==> config.mk <==
export PLATFORM = sky130hd
export DESIGN_NAME = multiword_add_sequencer_flat
export DESIGN_NICKNAME = d
export VERILOG_FILES = /design/src/rtl/multiword_add_sequencer_if.sv /design/src/rtl/multiword_add_sequencer.sv /design/src/flat_wrapper.sv
export SDC_FILE = /design/constraint.sdc
export NUM_CORES = 1
export LEC_CHECK = 0
export BUFFER_PORTS_ARGS = -buffer_cell sky130_fd_sc_hd__buf_2
export CAP_MARGIN = 40
export CELL_PAD_IN_SITES_DETAIL_PLACEMENT = 1
export CELL_PAD_IN_SITES_GLOBAL_PLACEMENT = 2
export CORE_MARGIN = 10
export CORE_UTILIZATION = 30
export DETAILED_ROUTE_END_ITERATION = 12
export PLACE_DENSITY = 0.65
export SETUP_SLACK_MARGIN = 0.05
export SLEW_MARGIN = 20
export SYNTH_ARGS = -nofsm -noshare
export SYNTH_HDL_FRONTEND = slang
export SYNTH_SLANG_ARGS = --single-unit
==> constraint.sdc <==
create_clock -name clk -period 7.58 [get_ports clk]
set_clock_uncertainty 0.2 [all_clocks]
set_input_delay 0.758 -clock clk [delete_from_list [all_inputs] [get_ports clk]]
set_output_delay 0.758 -clock clk [all_outputs]
set_load 0.02 [all_outputs]
==> src/rtl/multiword_add_sequencer_if.sv <==
// multiword_add_sequencer_if: start/done request bus between a master and the wide add/sub sequencer.
interface multiword_add_sequencer_if #(parameter int WORDS = 4);
    logic               start;
    logic               sub;
    logic [8*WORDS-1:0] a;
    logic [8*WORDS-1:0] b;
    logic               busy;
    logic               done;
    logic [8*WORDS-1:0] result;
    logic               cout;
    logic               overflow;
    modport master (output start, sub, a, b, input busy, done, result, cout, overflow);
    modport slave  (input start, sub, a, b, output busy, done, result, cout, overflow);
endinterface

==> src/rtl/multiword_add_sequencer.sv <==
// multiword_add_sequencer: wide add/sub computed one byte per clock on a shared 8-bit ripple-carry adder.
module ripple_carry_adder #(parameter int W = 8) (
    input  logic [W-1:0] a,
    input  logic [W-1:0] b,
    input  logic         cin,
    output logic [W-1:0] sum,
    output logic         cout
);
    logic [W:0] c;
    assign c[0] = cin;
    assign cout = c[W];
    for (genvar i = 0; i < W; i++) begin : g_fa
        assign sum[i]   = a[i] ^ b[i] ^ c[i];
        assign c[i+1]   = (a[i] & b[i]) | (c[i] & (a[i] ^ b[i]));
    end
endmodule

module multiword_add_sequencer #(parameter int WORDS = 4) (
    input  logic                        clk,
    input  logic                        rst_n,
    multiword_add_sequencer_if.slave    bus
);
    localparam int IW = $clog2(WORDS);
    typedef enum logic [1:0] {IDLE, RUN, DONE} state_t;
    state_t             state;
    logic [8*WORDS-1:0] a_r;
    logic [8*WORDS-1:0] b_r;
    logic               sub_r;
    logic [IW-1:0]      idx;
    logic               carry;
    logic               busy;
    logic               done;
    logic [8*WORDS-1:0] result;
    logic               cout;
    logic               overflow;
    logic [7:0]         a_byte;
    logic [7:0]         b_byte;
    logic [7:0]         sum;
    logic               co;
    logic               last;
    // Subtraction is A + ~B + 1: the invert happens here, the +1 is the initial carry.
    assign a_byte = a_r[8*idx +: 8];
    assign b_byte = b_r[8*idx +: 8] ^ {8{sub_r}};
    assign last   = idx == IW'(WORDS - 1);
    ripple_carry_adder #(.W(8)) u_add (
        .a    (a_byte),
        .b    (b_byte),
        .cin  (carry),
        .sum  (sum),
        .cout (co)
    );
    always_ff @(posedge clk or negedge rst_n) begin
        if (!rst_n) begin
            state    <= IDLE;
            a_r      <= '0;
            b_r      <= '0;
            sub_r    <= 1'b0;
            idx      <= '0;
            carry    <= 1'b0;
            busy     <= 1'b0;
            done     <= 1'b0;
            result   <= '0;
            cout     <= 1'b0;
            overflow <= 1'b0;
        end else begin
            case (state)
                IDLE: if (bus.start) begin
                    a_r   <= bus.a;
                    b_r   <= bus.b;
                    sub_r <= bus.sub;
                    idx   <= '0;
                    carry <= bus.sub;
                    busy  <= 1'b1;
                    state <= RUN;
                end
                RUN: begin
                    result[8*idx +: 8] <= sum;
                    carry <= co;
                    idx   <= idx + 1'b1;
                    if (last) begin
                        cout     <= co;
                        overflow <= (a_byte[7] == b_byte[7]) && (sum[7] != a_byte[7]);
                        busy     <= 1'b0;
                        done     <= 1'b1;
                        state    <= DONE;
                    end
                end
                default: begin
                    done  <= 1'b0;
                    state <= IDLE;
                end
            endcase
        end
    end
    assign bus.busy     = busy;
    assign bus.done     = done;
    assign bus.result   = result;
    assign bus.cout     = cout;
    assign bus.overflow = overflow;
endmodule

==> src/flat_wrapper.sv <==
// flat-port wrapper written by rule: the top's interface ports become plain ports
module multiword_add_sequencer_flat 
#(parameter int WORDS = 4)
  (clk, rst_n, bus_start, bus_sub, bus_a, bus_b, bus_busy, bus_done, bus_result, bus_cout, bus_overflow);
  multiword_add_sequencer_if #(.WORDS(WORDS)) bus_i ();
  input  logic clk;
  input  logic rst_n;
  input wire logic [$bits(bus_i.start)-1:0] bus_start;
  input wire logic [$bits(bus_i.sub)-1:0] bus_sub;
  input wire logic [$bits(bus_i.a)-1:0] bus_a;
  input wire logic [$bits(bus_i.b)-1:0] bus_b;
  output wire logic [$bits(bus_i.busy)-1:0] bus_busy;
  output wire logic [$bits(bus_i.done)-1:0] bus_done;
  output wire logic [$bits(bus_i.result)-1:0] bus_result;
  output wire logic [$bits(bus_i.cout)-1:0] bus_cout;
  output wire logic [$bits(bus_i.overflow)-1:0] bus_overflow;
  assign bus_i.start = bus_start;
  assign bus_i.sub = bus_sub;
  assign bus_i.a = bus_a;
  assign bus_i.b = bus_b;
  assign bus_busy = bus_i.busy;
  assign bus_done = bus_i.done;
  assign bus_result = bus_i.result;
  assign bus_cout = bus_i.cout;
  assign bus_overflow = bus_i.overflow;
  multiword_add_sequencer #(.WORDS(WORDS)) u_core (.clk(clk), .rst_n(rst_n), .bus(bus_i));
endmodule
==> impl_results.md <==
- Number of global-route vias before repair: 3,354
- I/O Buffers: 103
- ANT nets after route: 0
- Post-Place Worst Slack: ~2.3 ns
- Crit-path leading delay family: adder cells
- Reg2reg end: u_core.bus.overflow
- Filler cell count: 1,646
- Synth cell types: 32
- CTS tree: yes
- Clk_lat worst skew: 0.35 ns
- Setup TNS: 0 ns
- Least-Margin Pin Slew: between 0.7 and 0.8 ns
- H-tree depth: 3
- Reg power frac: ~33%
- Top FF cell, synth: dfrtp_1
- Gr ovfl total: 0
- Cells along the critical path: buf_4, mux4_2, xnor2_1, fa_1, fa_1, fa_1, fa_1, inv_1, fa_1, inv_1, fa_1, fa_1, xor2_1, o31ai_2
- PD cells: 531 nW/um2
- EDFF count, synth: 0
- CTS Hold Bufs: 0
- DRT Wirelength: 12.0 mm
- Yosys warns: 0
- R2R depth: 14
- Fin crit period: between 5 and 6 ns
- Combinational Power Share: about half
- CTS root buf: clkbuf_16
- Yosys reg bits: 106
- Slew HR: around half
- Core area: 15,300 um2
- Total GRT Usage: approximately 11%
- Slowest CP cell: dfrtp_1
- Number of antenna violations at the first check in global routing: 0
- Sw frac: 41.2%
- Area of the mapped netlist: ~4700 um2
- Hold Crit Class: in2async
- WS Path Type: reg2reg
- Period utilization: between 60% and 70%
- Most common cell in the netlist: dfrtp_1
- Net switching power: 1.26 mW
- RePlAce Congestion: 0.724
- Die height: approximately 150 um
- Max Cap Violations: 0
- Max Slew Vio Count: 0
- R2R setup slack: approximately 2.3 ns
- I/O pins: between 100 and 150
- Layout cells sized above 1: roughly two fifths
- Diode count: 0
- Worst Path Buf+Inv: 3
- First-pass GRT wire length: 19.3 mm
- Syn Nets: between 300 and 400
- RSZ-0062 raised after global routing: no
- Final setup fails: 0
- CTS sink cnt: around 110
- Peak VDD IR: about 0.21 mV
- Cell repeated most along the worst path: fa_1
- Num CTS Buffers: 9
- Synth area leaders: dfrtp_1, mux2_1, mux4_2
- Synth area leader: dfrtp_1
- Hpwl dp: approximately 9.1 mm
- Chip width: 146 um
- CP max stage delay: between 0.6 and 0.7 ns
- Pleak: ~2.7 nW
- Starting DRT DRC Count: ~120
- DRT Pass-1 Iters: 4
- Avg Synthesized Cell Area: roughly 16 um2
- Vias: slightly below 3,000
- Post-cts resize count: 0
- Status: finished, final reports clean
- Drt drc: 0
- Post-layout power: between 3 and 4 mW
- Initial Util: a little under a third
- Clock Power Share: 14.9%
- Top post-synthesis cells by count: dfrtp_1, mux2_1, o2bb2ai_1
- Yosys top cell area share: a little under three fifths
- Maximum clock path buffer count: 2
- Area Growth Syn to Fin: 21.8%
- Int Pwr: approximately 1.8 mW
- Fraction of registers with async set/reset: 100%
- Clock-pin slew on the worst setup and hold paths: 0.07 ns
- Final Worst Setup Slack: around 2.3 ns
- Endpoint class of the critical path: flip-flop
- CP startpoint kind: flip-flop
- Fin. Hold Viols: 0
- Largest net degree at the start of global routing: 67
- Die area: about 21,000 um2
- Syn Inst Count: around 300
- Post-synthesis sequential area ratio: 56.1%
- Final net count: just under 500
- Worst Path Required: roughly 7.6 ns
- Peak Freq: between 0.15 and 0.2 GHz
- Max FO, Critical Path: 13
- Num rows: between 40 and 50
- Routed WL per cell: between 15 and 20 um
- Post-CTS Setup Bufs: 0
- Post-DR vias/cell: 4.72
- Worst R2R Start: u_core.idx[0]
- Arrival time worst endpoint: 5.34 ns
==> sequential cells by signal, indices dropped and copies added, names as in the netlist <==
signal	cells
u_core.carry	1
u_core.b_r	32
u_core.bus.result	32
u_core.sub_r	1
u_core.a_r	32
u_core.bus.busy	1
u_core.idx	2
u_core.bus.done	1
u_core.bus.cout	1
u_core.state	2
u_core.bus.overflow	1
==> final cells by class <==
| cell class | instances | area [um2] | area share [%] |
|---|---|---|---|
| inverters | 17 | 63.8 | 1.11 |
| clock inverters | 6 | 58.8 | 1.02 |
| multi-input cells | 166 | 1910 | 33.2 |
| clock buffers | 9 | 225 | 3.91 |
| repair buffers | 108 | 583 | 10.1 |
| flip-flops and latches | 106 | 2650 | 46.0 |
| well taps | 211 | 264 | 4.58 |
==> worst register-to-register path: stages (launching register included) <==
cell     delay, ns
dfrtp_1       0.66
buf_4         0.39
mux4_2        0.56
xnor2_1       0.16
fa_1          0.43
fa_1          0.41
fa_1          0.41
fa_1          0.37
inv_1         0.08
fa_1          0.17
inv_1         0.06
fa_1          0.38
fa_1          0.53
xor2_1        0.20
o31ai_2       0.19
==> kinds of logic (layout without fill, tap and decap cells) <==
kind of cell / count (synthesis) / in the layout / synth area share, %
muxes: 81 / 81 / 23.2
xor gates and xnor gates: 9 / 9 / 1.67
buffers and inverters: 30 / 140 / 3.60
DFF: 106 / 106 / 56.1
AOI/OAI and AO/OA: 42 / 42 / 7.41
adders and majority gates: 15 / 15 / 5.24
and+or+nand+nor: 19 / 19 / 2.86
==> metrics by stage <==
step	utilization, %	hold WS, ns	cell area [um2]	cells
global route	37.6	0.280	5760	623
floorplan	-	0.249	4730	302
CTS	37.4	0.254	5730	622
finish	37.6	0.227	5760	623
detailed placement	35.6	0.271	5450	607
global placement	35.5	0.263	5440	606
==> placed cells by master (no fill, tap or decap), types with 2 or more instances in the layout <==
master     count
inv_1         17
ha_1           7
mux2_2        26
nand2_1        6
clkinv_2       4
a22o_1         3
nor2b_1        3
fa_1           8
mux4_2        15
xor2_1         4
mux2_1        39
clkbuf_16      9
dfrtp_1      106
o2bb2ai_1     30
buf_2        102
a21o_1         2
o21ai_0        3
nand4_2        2
buf_4          4
xnor2_1        5
==> how the worst max path moves through the flow <==
stage | slack (ns) | cells after the start | endpoint | startpoint
after floorplan | 2.80 | 16 | u_core.bus.overflow | u_core.idx[0]
after global placement | 2.39 | 14 | u_core.bus.overflow | u_core.idx[0]
after detailed placement | 2.26 | 14 | u_core.bus.overflow | u_core.idx[0]
after CTS | 2.22 | 14 | u_core.bus.overflow | u_core.idx[0]
after global routing | 2.00 | 14 | u_core.bus.overflow | u_core.idx[0]
final | 2.30 | 14 | u_core.bus.overflow | u_core.idx[0]
==> routing by layer <==
| metal | GRT usage [%] | share of wire [%] |
|---|---|---|
| met1 | 15.8 | 50 |
| met2 | 16.9 | 44 |
| met3 | 3.88 | 4.9 |
| met4 | 2.58 | 0.53 |
| met5 | 0 | 0 |
==> power by group through the flow <==
stage               combinational [mW]  clock, mW  sequential [mW]
CTS                               1.62      0.473             1.02
floorplan                         1.11          0             1.02
global placement                  1.55          0             1.03
finish                            1.59      0.456             1.01
global route                      1.76      0.499             1.05
detailed placement                1.61          0             1.03
(Power assumes the default switching activity.)
